**src/rtl/if_fetch.sv**
```systemverilog
// Instruction fetch stage: owns the fetch PC, runs the bus read handshake and
// feeds IF/ID with instructions, NOP bubbles, stall hold and redirects.
module if_fetch #(
  parameter logic [29:0] RESET_VECTOR = 30'h0
) (
  input  logic        clk,
  input  logic        reset,
  input  logic        stall,
  input  logic        flush,
  input  logic [29:0] new_pc,
  input  logic        br_taken,
  input  logic [29:0] br_addr,
  output logic        bus_req_,
  input  logic        bus_grnt_,
  output logic        bus_as_,
  output logic        bus_rw,
  output logic [29:0] bus_addr,
  input  logic        bus_rdy_,
  input  logic [31:0] bus_rd_data,
  output logic [29:0] if_pc,
  output logic [31:0] if_insn,
  output logic        if_en
);

  typedef enum logic [1:0] {IDLE, REQ, ACCESS} state_e;

  state_e      state_q, state_d;
  logic [29:0] fetch_pc_q, fetch_pc_d;
  logic [29:0] if_pc_q, if_pc_d;
  logic [31:0] if_insn_q, if_insn_d;
  logic        if_en_q, if_en_d;
  logic        bus_req_n_q, bus_req_n_d;
  logic        bus_as_n_q, bus_as_n_d;
  logic [29:0] bus_addr_q, bus_addr_d;
  logic        hold_valid_q, hold_valid_d;
  logic [29:0] hold_pc_q, hold_pc_d;
  logic [31:0] hold_insn_q, hold_insn_d;
  logic        discard_q, discard_d;

  logic        redir;
  logic [29:0] redir_pc;
  logic        inflight;
  logic        rdy;
  logic [29:0] pc_inc;

  always_comb begin
    state_d      = state_q;
    fetch_pc_d   = fetch_pc_q;
    if_pc_d      = if_pc_q;
    if_insn_d    = if_insn_q;
    if_en_d      = if_en_q;
    bus_req_n_d  = bus_req_n_q;
    bus_as_n_d   = bus_as_n_q;
    bus_addr_d   = bus_addr_q;
    hold_valid_d = hold_valid_q;
    hold_pc_d    = hold_pc_q;
    hold_insn_d  = hold_insn_q;
    discard_d    = discard_q;

    redir    = flush | (br_taken & ~stall);
    redir_pc = flush ? new_pc : br_addr;
    // an access is outstanding whenever the strobe is driven in ACCESS
    inflight = (state_q == ACCESS) & ~bus_as_n_q;
    rdy      = inflight & ~bus_rdy_;
    pc_inc   = fetch_pc_q + 30'd1;

    case (state_q)
      IDLE: begin
        state_d     = REQ;
        bus_req_n_d = 1'b0;
      end
      REQ: begin
        if (!bus_grnt_) begin
          state_d    = ACCESS;
          bus_as_n_d = 1'b0;
          bus_addr_d = redir ? redir_pc : fetch_pc_q;
        end
      end
      ACCESS: begin
        if (!stall) begin
          if_en_d   = 1'b0;
          if_insn_d = 32'h0;
        end
        if (redir) begin
          // a pending read is allowed to finish; its data is dropped later
          if (inflight && bus_rdy_) begin
            discard_d = 1'b1;
          end else begin
            discard_d  = 1'b0;
            bus_as_n_d = 1'b0;
            bus_addr_d = redir_pc;
          end
        end else if (rdy) begin
          if (discard_q) begin
            discard_d  = 1'b0;
            bus_addr_d = fetch_pc_q;
          end else if (stall) begin
            hold_valid_d = 1'b1;
            hold_pc_d    = bus_addr_q;
            hold_insn_d  = bus_rd_data;
            fetch_pc_d   = pc_inc;
            bus_as_n_d   = 1'b1;
          end else begin
            if_pc_d    = bus_addr_q;
            if_insn_d  = bus_rd_data;
            if_en_d    = 1'b1;
            fetch_pc_d = pc_inc;
            bus_addr_d = pc_inc;
          end
        end else if (!inflight && hold_valid_q && !stall) begin
          if_pc_d      = hold_pc_q;
          if_insn_d    = hold_insn_q;
          if_en_d      = 1'b1;
          hold_valid_d = 1'b0;
          bus_as_n_d   = 1'b0;
          bus_addr_d   = fetch_pc_q;
        end
      end
      default: state_d = IDLE;
    endcase

    if (redir) begin
      fetch_pc_d   = redir_pc;
      if_en_d      = 1'b0;
      if_insn_d    = 32'h0;
      hold_valid_d = 1'b0;
    end
  end

  always_ff @(posedge clk or negedge reset) begin
    if (!reset) begin
      state_q      <= IDLE;
      fetch_pc_q   <= RESET_VECTOR;
      if_pc_q      <= RESET_VECTOR;
      if_insn_q    <= 32'h0;
      if_en_q      <= 1'b0;
      bus_req_n_q  <= 1'b1;
      bus_as_n_q   <= 1'b1;
      bus_addr_q   <= 30'h0;
      hold_valid_q <= 1'b0;
      hold_pc_q    <= 30'h0;
      hold_insn_q  <= 32'h0;
      discard_q    <= 1'b0;
    end else begin
      state_q      <= state_d;
      fetch_pc_q   <= fetch_pc_d;
      if_pc_q      <= if_pc_d;
      if_insn_q    <= if_insn_d;
      if_en_q      <= if_en_d;
      bus_req_n_q  <= bus_req_n_d;
      bus_as_n_q   <= bus_as_n_d;
      bus_addr_q   <= bus_addr_d;
      hold_valid_q <= hold_valid_d;
      hold_pc_q    <= hold_pc_d;
      hold_insn_q  <= hold_insn_d;
      discard_q    <= discard_d;
    end
  end

  assign bus_req_ = bus_req_n_q;
  assign bus_as_  = bus_as_n_q;
  assign bus_rw   = 1'b1;
  assign bus_addr = bus_addr_q;
  assign if_pc    = if_pc_q;
  assign if_insn  = if_insn_q;
  assign if_en    = if_en_q;

endmodule

```
**config.mk**
```make
export PLATFORM = sky130hd
export DESIGN_NAME = if_fetch
export DESIGN_NICKNAME = d
export VERILOG_FILES = /design/src/rtl/if_fetch.sv
export SDC_FILE = /design/constraint.sdc
export NUM_CORES = 1
export LEC_CHECK = 0
export BUFFER_PORTS_ARGS = -buffer_cell sky130_fd_sc_hd__clkbuf_2
export CORE_UTILIZATION = 45
export DETAILED_ROUTE_END_ITERATION = 10
export GPL_TIMING_DRIVEN = 0
export PLACE_DENSITY = 0.79
export RECOVER_POWER = 50
export SYNTH_ARGS = -nofsm -noshare
export SYNTH_HDL_FRONTEND = slang
export SYNTH_SLANG_ARGS = --single-unit
```
**constraint.sdc**
```tcl
create_clock -name clk -period 4.7 [get_ports clk]
set_input_delay 0.94 -clock clk [delete_from_list [all_inputs] [get_ports clk]]
set_output_delay 0.94 -clock clk [all_outputs]
set_load 0.01 [all_outputs]
```
Word level (Yosys, flattened, before mapping):

Index checks and enable logic that the tools add are counted.

* bits in registers: 191
* bits in latches: 0
* RAM bits: 0
* bits in read-only memories: 0
* input port bits: 99
* output and inout port bits: 96
* logic and storage cells: 102
* memories kept: 0

* add/sub/neg operators: 1
* $mul: 0
* divide/modulo/power cells: 0
* $lt $le $gt $ge: 0
* eq/ne operators: 13
* shift-type cells: 0
* muxes and demuxes: 47
* bitwise operators: 10
* reductions and logical operators: 19

Operators by type and width (count)
* $mux 30: 17
* $mux 32: 7
* $pmux 30 s2: 1
* $add 30x1->30 const B: 1
* $mux 1: 19
* $reduce_and 5->1: 3
* $ne 3x3->1 const B: 3
* $ne 4x4->1 const B: 2
* $reduce_bool 2->1: 4
* $ne 2x2->1 const B: 3
* $not 1->1: 6
* $pmux 2 s3: 1
* $reduce_and 6->1: 1
* $ne 5x5->1 const B: 1
* $ne 4x3->1 const B: 1
* $reduce_and 2->1: 2
* $reduce_and 4->1: 1
* $and 1x1->1: 3
* $logic_and 1x1->1: 3
* $reduce_and 3->1: 1
* $reduce_bool 3->1: 1
* $eq 2x1->1 const B: 1
* $eq 2x2->1 const B: 1
* $logic_not 1->1: 2
* 5 further kinds: 5

Depth between registers and ports, before layout:

Gate-level depths: netlist of run 1.

* depth after elaboration: 9
* mapped depth: 10
* mapped depth without buffers: 7

Worst setup path after synthesis of run 1:

OpenSTA, ideal clock, no wires.

* kind: input port to flip-flop
* start: in bus_rdy_
* end: reg bus_addr_q[15] (netlist: bus_addr[15])
* library setup time: 125 ps
* data arrival time: 2854 ps
* data required time: 4575 ps
* setup slack: 1721 ps
* stages: 6
* path buffers: 1
* cells stage by stage: or4b_1 buf_2 or4_4 o31a_1 o31a_1 mux2_2

* word-level cells in the longest chain between the ends: 5
* elaborated cells on any way between the ends: 10
* those cells by class: 3 x eq/ne; 3 x mux; 2 x bitwise; 2 x reduce/logical

RTL lines
* start: declaration: RTL line 18 `input logic bus_rdy_,`
* $not 1->1: RTL line 64 `rdy = inflight & ~bus_rdy_;`
* $and 1x1->1: RTL line 64
* $mux 30: RTL line 93 `end else if (rdy) begin`
* $mux 30: RTL line 84 `if (redir) begin`
* $pmux 30 s2: RTL line 67 `case (state_q)`
* end signal: assignment: RTL line 152 `bus_addr_q <= bus_addr_d;`
* end: declaration: RTL line 34 `logic [29:0] bus_addr_q, bus_addr_d;`

Parallel ways exist; a longest one is shown, timed or not.
A chain may end at the register's enable or synchronous reset.

==> results.md, run 1 <==
- Seq cells post-synth: around 190
- Most used flip-flop cell after synthesis: dfrtp_1
- Endpoints failing hold: 0
- Worst endpoint data arrival time: around 3600 ps
- Placed cell areas: 0.01004 sq mm
- WL per Instance: 17.49 um
- Sequential element share of the synthesized area: 0.5490
- Die W: 141.1 um
- Largest net degree at the start of global routing: 114
- Max Cap Violations: 1
- CP Class: in2async
- Crit-path cells: clkbuf_8 -> clkbuf_2
- Failing checks: max-capacitance violations, max-slew violations
- CP max stage cell: clkbuf_2
- Power Internal: 0.003206 W
- CP startpoint kind: primary input
- Worst slew pin tran: about 2800 ps
- Clock buffer count from CTS: 17
- Cts-stage hold buffer count: 0
- Root Buffer: clkbuf_16
- Launching point of the worst reg2reg path: state_q[0]
- Final RePlAce weighted congestion: between 0.9 and 1
- Worst Path Max Fanout: roughly 110
- RSZ-0062 raised after global routing: no
- Psw: between 0.0015 and 0.002 W
- Final hold slack: around 480 ps
- Run status: finished with violations
- IR drop worst, VDD: 252.1 uV
- Stages on worst setup path: 2
- CTS Sinks: about 190
- Core area: approximately 0.019 sq mm
- Slew Viols, Final: between 100 and 150
- CTS Buffer Depth: 2
- Initial antenna violation count: 1
- Remaining global-route overflow: 0
- Vias in the first global route: ~6,700
- Worst endpoint required time: 4640 ps
- Static Leakage: ~4.7 nW
- Crit end category: asynchronous set/reset pin
- Die area: 0.01992 sq mm
- Yosys warns: 0
- Worst Setup SP: reset
- Crit path largest cell delay: 2030 ps
- Rel. slew slack: -0.8526
- Switch share: 0.3281
- Synth-to-layout area growth: 20.60%
- Total inserted antenna cells: 0
- Nets@finish: 1,105
- Clk pwr share: 0.281
- Post-synthesis cell count: between 700 and 800
- WP buf/inv: 2
- Max Freq: 0.2744 GHz
- R2r worst-path depth: 9
- Tcrit/Tclk final: 0.7755
- Combinational power share: 0.253
- # port buffers: between 150 and 200
- Avg Vias per Cell: approximately 5.4
- I/O pins: 195
- Post-synth EDFFs: 0
- WL final: 22.27 mm
- Final Skew: 11.27 ps
- Clock-pin slew on the worst setup and hold paths: 70 ps
- GRT Total Usage: 0.2294
- Reg2Reg Setup Slack: 1060 ps
- Detailed placement HPWL: 15.93 mm
- Setup Viol. Count Final: 0
- CTS tree: built
- Mapped Nets: 892
- DR iter-0 viols: 498
- Netlist cell types: 48
- Mean Syn Cell Area: 11.07 sq um
- Detailed-router iteration count before antenna repair: 5
- Post-Syn Area: 0.008711 sq mm
- Pwr dens: 454.2 mW/mm^2
- Worst R2R End: bus_addr[22]
- FFs w/ async S/R, synth: 1.000
- Crit path to: if_insn[19]
- Ratio of cells with drive above 1 in the final layout: 0.2695
- Worst-Skew Late Latency: 430 ps
- HP Class: reg2reg
- Resized cells post-CTS: 0
- First-pass GRT wire length: 35.00 mm
- Post-CTS Setup Repair Bufs: 0
- Fin crit period: 3645 ps
- Die H: 141.1 um
- Crit path max-delay family: buffers and inverters
- DRC: 0
- CTS H-tree depth: 4
- Num rows: 50
- Starting Density: 0.4626
- Flop pwr share: 0.466
- Routed via count: 6,879
- Final cell area excluding filler cells: 0.01051 sq mm
- Post-route ant nets: 0
==> cell families (layout without fill, tap and decap cells) <==
group,count (synthesis),count (layout),share of synthesized area
xor+xnor,13,13,0.01307
compound gates,176,176,0.1290
buf+inv,64,290,0.02830
flops,191,191,0.5490
other cells,1,1,0.0004305
simple gates,211,211,0.1168
fa+ha+maj,6,6,0.008618
mux,125,125,0.1548
==> state kept, by name (all words and copies together) (netlist names) <==
signal	count
hold_insn_q	32
if_insn	32
bus_addr	30
fetch_pc_q	30
hold_pc_q	30
if_pc	30
state_q	2
bus_as_	1
bus_req_	1
discard_q	1
hold_valid_q	1
if_en	1
==> worst min-delay path by stage <==
stage	from	to	depth (start not counted)	slack, ps
global route	bus_req_	bus_req_	1	500
finish	if_pc[6]	if_pc[6]	2	480
floorplan	hold_pc_q[29]	hold_pc_q[29]	1	480
global placement	if_pc[18]	if_pc[18]	2	460
detailed placement	if_pc[6]	if_pc[6]	2	470
CTS	if_pc[6]	if_pc[6]	2	490
==> metrics by stage <==
step,instances,setup slack [ps],setup TNS [ps],total power (W),utilization
after detailed placement,1241,751.9,0,0.003468,0.5331
after CTS,1273,1028,0,0.004810,0.5620
after floorplan,787,1721,0,0.002957,-
after global routing,1273,432.2,0,0.005030,0.5579
after global placement,1240,-910.8,-168550,0.003413,0.5312
final,1273,1055,0,0.004771,0.5579
==> power by group through the flow <==
stage,sequential (W),combinational [W],clock [W]
after detailed placement,0.00225,0.00122,0
after CTS,0.00222,0.00123,0.00136
after global routing,0.00226,0.00133,0.00143
after floorplan,0.00224,0.000716,0
final,0.00222,0.00121,0.00134
after global placement,0.00223,0.00118,0
==> worst min-delay path, delay by kind of cell, from the launching register on <==
kind | cells | cell delay (ps)
DFF | 1 | 340
AOI/OAI and AO/OA | 1 | 60
and+or+nand+nor | 1 | 40
==> cells in the final DEF (no fill, tap or decap), types with 3 or more instances in the layout <==
cell type,netlist,layout
or2_2,4,4
a211oi_1,15,15
clkbuf_16,0,17
nor4_1,13,13
clkbuf_1,38,84
o21ai_0,72,72
dfrtp_1,189,189
mux2i_1,47,47
nor3_1,21,21
xor2_1,4,4
clkbuf_2,0,149
ha_1,6,6
nand2_1,103,103
a22oi_1,32,32
buf_1,12,12
o31a_1,11,11
clkbuf_8,0,3
nor2b_1,17,17
clkinv_4,0,3
clkinvlp_4,0,3
a21oi_1,17,17
nand3_1,9,9
inv_1,11,11
xnor2_1,9,9
o31ai_1,12,12
nand4_1,9,9
a31o_2,3,3
nor2_1,17,17
clkinv_2,0,3
mux2_2,78,78
o221ai_1,4,4
==> cell type report <==
cell class,count,area (sq um)
plain buffers,53,205.2
multi-input cells,532,3682
flip-flops and latches,191,4782
clock buffers,21,460.4
inverters,11,41.29
fillers,1640,8325
repair buffers,194,924.6
clock inverters,11,83.83
well taps,260,325.3
==> synth_stat cells (all sizes together) (3+ instances only) <==
cell	number	area share
dfrtp	189	0.54
nand2	103	0.044
mux2	78	0.10
o21ai	72	0.041
mux2i	47	0.054
clkbuf	38	0.016
a22oi	32	0.028
nor3	21	0.012
a21oi	17	0.0098
nor2	17	0.0073
nor2b	17	0.012
a211oi	15	0.013
buf	15	0.0072
nor4	14	0.011
o31ai	12	0.010
inv	11	0.0047
o31a	11	0.011
nand3	9	0.0052
nand4	9	0.0065
xnor2	9	0.0090
ha	6	0.0086
o221ai	4	0.0040
or2	4	0.0029
xor2	4	0.0040
a31o	3	0.0030
or4	3	0.0030
==> per-layer routing <==
| layer | vias to the layer above | global-route usage | part of all wire | wire [um] |
|---|---|---|---|---|
| met1 | 3343 | 0.2899 | 0.42 | 9334 |
| met2 | 226 | 0.3820 | 0.48 | 10780 |
| met5 | - | 0 | 0.00058 | 13 |
| met3 | 35 | 0.07439 | 0.079 | 1770 |
| met4 | 2 | 0.05320 | 0.017 | 376 |
| li1 | 3273 | - | - | - |
Note: power is estimated with default switching activity, not from simulation.
==> inputs of run 2 (changes only) <==
--- a/config.mk
+++ b/config.mk
@@ -9,7 +9,7 @@
 export CORE_UTILIZATION = 45
 export DETAILED_ROUTE_END_ITERATION = 10
 export GPL_TIMING_DRIVEN = 0
-export PLACE_DENSITY = 0.79
+export PLACE_DENSITY = 0.82
 export RECOVER_POWER = 50
 export SYNTH_ARGS = -nofsm -noshare
 export SYNTH_HDL_FRONTEND = slang
==> constraint.sdc (replaced) <==
create_clock -name clk -period 2.9 [get_ports clk]
set_input_delay 0.58 -clock clk [delete_from_list [all_inputs] [get_ports clk]]
set_output_delay 0.58 -clock clk [all_outputs]
set_load 0.01 [all_outputs]
==> results.md, run 2 (synthesis gave the netlist of run 1 again) <==
- Pwr dens: 738.8 mW/mm^2 (+63%)
- Initial antenna violation count: 2 (+1)
- Max Freq: ~0.36 GHz
- CP Class: reg2reg
- Largest net degree at the start of global routing: 114 (unchanged)
- CTS Sinks: 191 (unchanged)
- Final RePlAce weighted congestion: 0.9114 (+1.2%)
- First-pass GRT wire length: 35.49 mm (+1.4%)
- Die W: 141.1 um (unchanged)
- Rel. slew slack: -0.3542 (+0.4984)
- Pre-CTS WS: -684.6 ps (-1436 ps)
- CTS Buffer Depth: 2 (unchanged)
- Layout Cells excl Fill: 1,273 (unchanged)
- Starting Density: 0.4626 (unchanged)
- I/O pins: 195 (unchanged)
- Clk pwr share: 0.285 (+0.004)
- Root Buffer: clkbuf_16
- Placed cell count: 1,241 (unchanged)
- Core area: 0.01883 sq mm (unchanged)
- Static Leakage: 4.762 nW (+0.86%)
- Num rows: 50 (unchanged)
- # port buffers: 193 (unchanged)
- Routed via count: 7,033 (+2.2%)
- Worst endpoint data arrival time: 3070 ps (-510 ps)
- Worst endpoint required time: 3210 ps (-1430 ps)
- Die area: 0.01992 sq mm (unchanged)
- Flop pwr share: 0.459 (-0.007)
- RSZ-0062 raised after global routing: no
- Final Skew: 11.44 ps (+0.1736 ps)
- Combinational power share: 0.256 (+0.003)
- Cts-stage hold buffer count: 0 (unchanged)
- Detailed-router iteration count before antenna repair: 5 (unchanged)
- Worst Path Max Fanout: 8 (-93%)
- DRC: 0 (unchanged)
- Clock-pin slew on the worst setup and hold paths: 70 ps (about the same)
- Psw: 0.002575 W (+64%)
- Ratio of cells with drive above 1 in the final layout: 0.2853 (+0.01579)
- HP Class: in2reg
- Synth-to-layout area growth: 22.08%
- Worst-Skew Late Latency: 430 ps (about the same)
- Final-layout fill cell count: 1,584 (-3.4%)
- Final WS setup: 146.6 ps (-908.5 ps)
- CTS H-tree depth: 4 (unchanged)
- WL per Instance: 17.82 um (+1.9%)
- Tcrit/Tclk final: 0.9495
- Failing checks: max-capacitance violations, max-slew violations
- WL final: 22.69 mm (+1.9%)
- Commonest non-fill, non-tap cell in the layout: dfrtp_1
- IR drop worst, VDD: 432.3 uV (+71%)
- Avg Vias per Cell: 5.525 (+2.2%)
- Vias in the first global route: 6,884 (+3.2%)
- Leading cell types in the layout, fill and taps excluded: 189 x dfrtp_1, 150 x clkbuf_2, 103 x nand2_1
- Power Internal: 0.005281 W (+65%)
- Nets@finish: 1,107 (+0.18%)
- Total inserted antenna cells: 0 (unchanged)
- Worst slew pin tran: 2031 ps (-747.6 ps)
- Die H: 141.1 um (unchanged)
- GRT Total Usage: 0.2326 (+0.003234)
- Fin Setup TNS: 0 ps (unchanged)
- Post-route ant nets: 0 (unchanged)
- Detailed placement HPWL: 16.03 mm (+0.64%)
- Fin crit period: 2753 ps
- Setup Viol. Count Final: 0 (unchanged)
- Switch share: 0.3278 (-0.0003636)
- CP startpoint kind: register
- Endpoints failing hold: 0 (unchanged)
- CTS tree: built
- Clock buffer count from CTS: 17 (unchanged)
- Remaining global-route overflow: 0 (unchanged)
- Max Cap Violations: 1 (unchanged)
- Slew Viols, Final: 79 (-31%)
- DR iter-0 viols: 554 (+11%)
- Run status: finished with violations
- Crit end category: register
-- run 2: cell count changes in the layout (fill, tap and decap cells not counted), sizes merged --
cell    delta
clkbuf     -4
bufinv     +1
clkinv     -2
buf        +4
inv        +1
-- run 2: cell type report --
| type | instances | area, sq um | area share |
|---|---|---|---|
| repair buffers | 197 | 958.4 | 0.09013 |
| well taps | 260 | 325.3 | 0.03059 |
| clock buffers | 19 | 442.9 | 0.04165 |
| clock inverters | 11 | 110.1 | 0.01035 |
| flip-flops and latches | 191 | 4782 | 0.4497 |
| multi-input cells | 532 | 3761 | 0.3537 |
| inverters | 11 | 41.29 | 0.003883 |
| plain buffers | 52 | 212.7 | 0.02000 |
-- run 2: what timing repair did --
action	CTS	global route
setup buffers	0	3
pin swaps	0	2
endpoints found under the setup margin	34	33
gates resized for setup	10	13
-- run 2: worst paths after layout --
path,from,end,slack (ps),cells past startpoint
worst max-delay path,state_q[0],bus_addr[15],150,8
worst min-delay path,bus_rd_data[5],hold_insn_q[5],390,2
worst max register to register,state_q[0],bus_addr[15],150,8
worst min register to register,if_pc[11],if_pc[11],480,2
max in group asynchronous,reset,if_insn[20],840,2
min in group asynchronous,reset,if_pc[10],710,1
-- run 2: through the flow --
step	power, W	instance area, sq um	hold slack, ps	util
2_1_floorplan	0.004792	8711	284.4	-
3_3_place_gp	0.005534	10000	461.2	0.5312
3_5_place_dp	0.005618	10040	469.3	0.5331
4_1_cts	0.007893	10620	183.9	0.5639
5_1_grt	0.008291	10630	383.1	0.5647
6_report	0.007856	10630	390.9	0.5647
-- run 2: worst max-delay path, cell delays in order (launching register included) --
cell     delay (ps)
dfrtp_1         410
inv_2           110
ha_4            170
or4b_1          430
buf_2           210
or4_4           510
o31a_1          240
o31a_1          290
mux2_2          260
-- run 2: power groups by stage --
stage	Clock, W	Combinational [W]	Sequential, W
after floorplan	0	0.00116	0.00363
after global placement	0	0.00192	0.00361
after detailed placement	0	0.00198	0.00364
after CTS	0.00228	0.00201	0.00360
after global routing	0.00240	0.00221	0.00367
final	0.00224	0.00201	0.00361
-- run 2: layer usage --
layer / GRT usage / part of all wire
met2: 0.3749 / 0.49
met5: 0 / 0.0010
met1: 0.2908 / 0.41
met3: 0.07303 / 0.075
met4: 0.09325 / 0.029
==> inputs of run 3 (changes only) <==
--- a/config.mk
+++ b/config.mk
@@ -6,6 +6,7 @@
 export NUM_CORES = 1
 export LEC_CHECK = 0
 export BUFFER_PORTS_ARGS = -buffer_cell sky130_fd_sc_hd__clkbuf_2
+export CORE_ASPECT_RATIO = 1.25
 export CORE_UTILIZATION = 45
 export DETAILED_ROUTE_END_ITERATION = 10
 export GPL_TIMING_DRIVEN = 0
==> results.md, run 3 (synthesis gave the netlist of run 1 again) <==
- Switch share: 0.3238 (-0.003992)
- Fin Setup TNS: 0 ps (unchanged)
- Final Skew: 11.26 ps (-0.1817 ps)
- Combinational power share: 0.253 (-0.003)
- I/O pins: 195 (unchanged)
- Leading cell types in the layout, fill and taps excluded: 189 x dfrtp_1, 154 x clkbuf_2, 103 x nand2_1
- CTS Buffer Depth: 2 (unchanged)
- Pwr dens: 747.9 mW/mm^2 (+1.2%)
- Die area: 0.01992 sq mm (about the same)
- Static Leakage: 4.784 nW (+0.47%)
- Worst endpoint data arrival time: 3110 ps (+40 ps)
- CP Class: reg2reg
- Die H: 157.6 um (+12%)
- Clock buffer count from CTS: 17 (unchanged)
- Setup Viol. Count Final: 0 (unchanged)
- Final RePlAce weighted congestion: 0.8806 (-3.4%)
- Run status: finished with violations
- Final WS setup: 105.2 ps (-41.38 ps)
- Worst Path Max Fanout: 8 (unchanged)
- Power Internal: 0.005368 W (+1.7%)
- Clock-pin slew on the worst setup and hold paths: 70 ps (about the same)
- Endpoints failing hold: 0 (unchanged)
- Initial antenna violation count: 0 (-2)
- Die W: 126.4 um (-10%)
- Core area: 0.01885 sq mm (about the same)
- RSZ-0062 raised after global routing: no
- Crit end category: register
- Rel. slew slack: -0.6382 (-0.2839)
- Nets@finish: 1,105 (-0.18%)
- Flop pwr share: 0.456 (-0.003)
- Avg Vias per Cell: 5.593 (+1.2%)
- Clk pwr share: 0.291 (+0.006)
- Final-layout fill cell count: 1,657 (+4.6%)
- Vias in the first global route: 7,011 (+1.8%)
- Failing checks: max-capacitance violations, max-slew violations
- HP Class: in2reg
- Commonest non-fill, non-tap cell in the layout: dfrtp_1
- Num rows: 56 (+12%)
- Max Cap Violations: 1 (unchanged)
- Psw: 0.002570 W (-0.18%)
- WL final: 22.76 mm (+0.33%)
- Detailed-router iteration count before antenna repair: 6 (+1)
- Post-route ant nets: 0 (unchanged)
- IR drop worst, VDD: 437.0 uV (+1.1%)
- First-pass GRT wire length: 36.36 mm (+2.4%)
- CTS tree: built
- CP startpoint kind: register
- Remaining global-route overflow: 0 (unchanged)
- Worst-Skew Late Latency: 430 ps (about the same)
- Worst slew pin tran: 2457 ps (+425.9 ps)
- WL per Instance: 18.28 um (+2.6%)
- Tcrit/Tclk final: 0.9637 (+0.01427)
- DR iter-0 viols: 537 (-3.1%)
- CTS Sinks: 191 (unchanged)
- Ratio of cells with drive above 1 in the final layout: 0.2883 (+0.002962)
- GRT Total Usage: 0.2391 (+0.006470)
- Synth-to-layout area growth: 21.86%
- Root Buffer: clkbuf_16
- Slew Viols, Final: 95 (+20%)
- Pre-CTS WS: -495.7 ps (+188.9 ps)
- Routed via count: 6,963 (-1.0%)
- Largest net degree at the start of global routing: 98 (-14%)
- CTS H-tree depth: 4 (unchanged)
- DRC: 0 (unchanged)
- Max Freq: 0.3578 GHz (-1.5%)
- Cts-stage hold buffer count: 0 (unchanged)
- # port buffers: 193 (unchanged)
- Total inserted antenna cells: 0 (unchanged)
- Worst endpoint required time: 3220 ps (about the same)
- Fin crit period: 2795 ps (+41.38 ps)
- Starting Density: 0.4622 (about the same)
- Detailed placement HPWL: 16.36 mm (+2.1%)
==> run 3: critical path, stage by stage (launching register included) <==
cell and delay, ps:
dfrtp_1 410, inv_2 110, ha_4 170, or4b_1 430, buf_2 200, or4_4 520
o31a_1 250, o31a_1 310, mux2_2 270
==> run 3: cell type report <==
cell class                 count  area (sq um)  area share
inverter                      11         41.29    0.003890
timing repair buffer         194         938.4     0.08840
clock inverter                13         136.4     0.01285
buffer                        53         212.7     0.02004
tap                          232         290.3     0.02735
sequential                   191          4782      0.4505
multi-input combinational    532          3771      0.3553
clock buffer                  19         442.9     0.04173
==> run 3: what timing repair did <==
item                                    4_1_cts  5_1_grt
pin swaps                                     0        1
setup buffers                                 0        0
gates resized for setup                      10       13
endpoints found under the setup margin       34       50
hold endpoints to repair                      0        0
==> run 3: layer usage <==
metal	global-route usage	routed length (um)	vias to the layer above	share of wire
met2	0.4207	11790	230	0.52
met1	0.2837	9098	3417	0.40
met3	0.05846	1376	46	0.060
li1	-	-	3270	-
met4	0.08663	500	0	0.022
met5	0	0	-	0
==> run 3: per-stage QoR <==
step	cell area [sq um]	util	hold WS [ps]	instances	power, W
after CTS	10620	0.5634	252.4	1245	0.007991
after global routing	10620	0.5632	376.1	1245	0.008383
final	10620	0.5632	390.7	1245	0.007939
after global placement	9967	0.5288	461.8	1212	0.005533
after detailed placement	10000	0.5307	469.1	1213	0.005633
after floorplan	8711	-	284.4	787	0.004792
==> run 3: final timing paths <==
kind	start	end	slack, ps	cells past startpoint
worst max register to register	state_q[0]	bus_addr[15]	110	8
worst max-delay path	state_q[0]	bus_addr[15]	110	8
max in group asynchronous	reset	if_pc[26]	550	1
worst min register to register	if_pc[27]	if_pc[27]	480	2
worst min-delay path	bus_rd_data[13]	hold_insn_q[13]	390	2
min in group asynchronous	reset	if_insn[7]	860	1
==> run 3: power by group through the flow <==
stage,registers (W),clock network (W),logic (W)
floorplan,0.00363,0,0.00116
global placement,0.00362,0,0.00192
finish,0.00362,0.00231,0.00201
detailed placement,0.00365,0,0.00198
CTS,0.00361,0.00237,0.00202
global route,0.00370,0.00248,0.00221
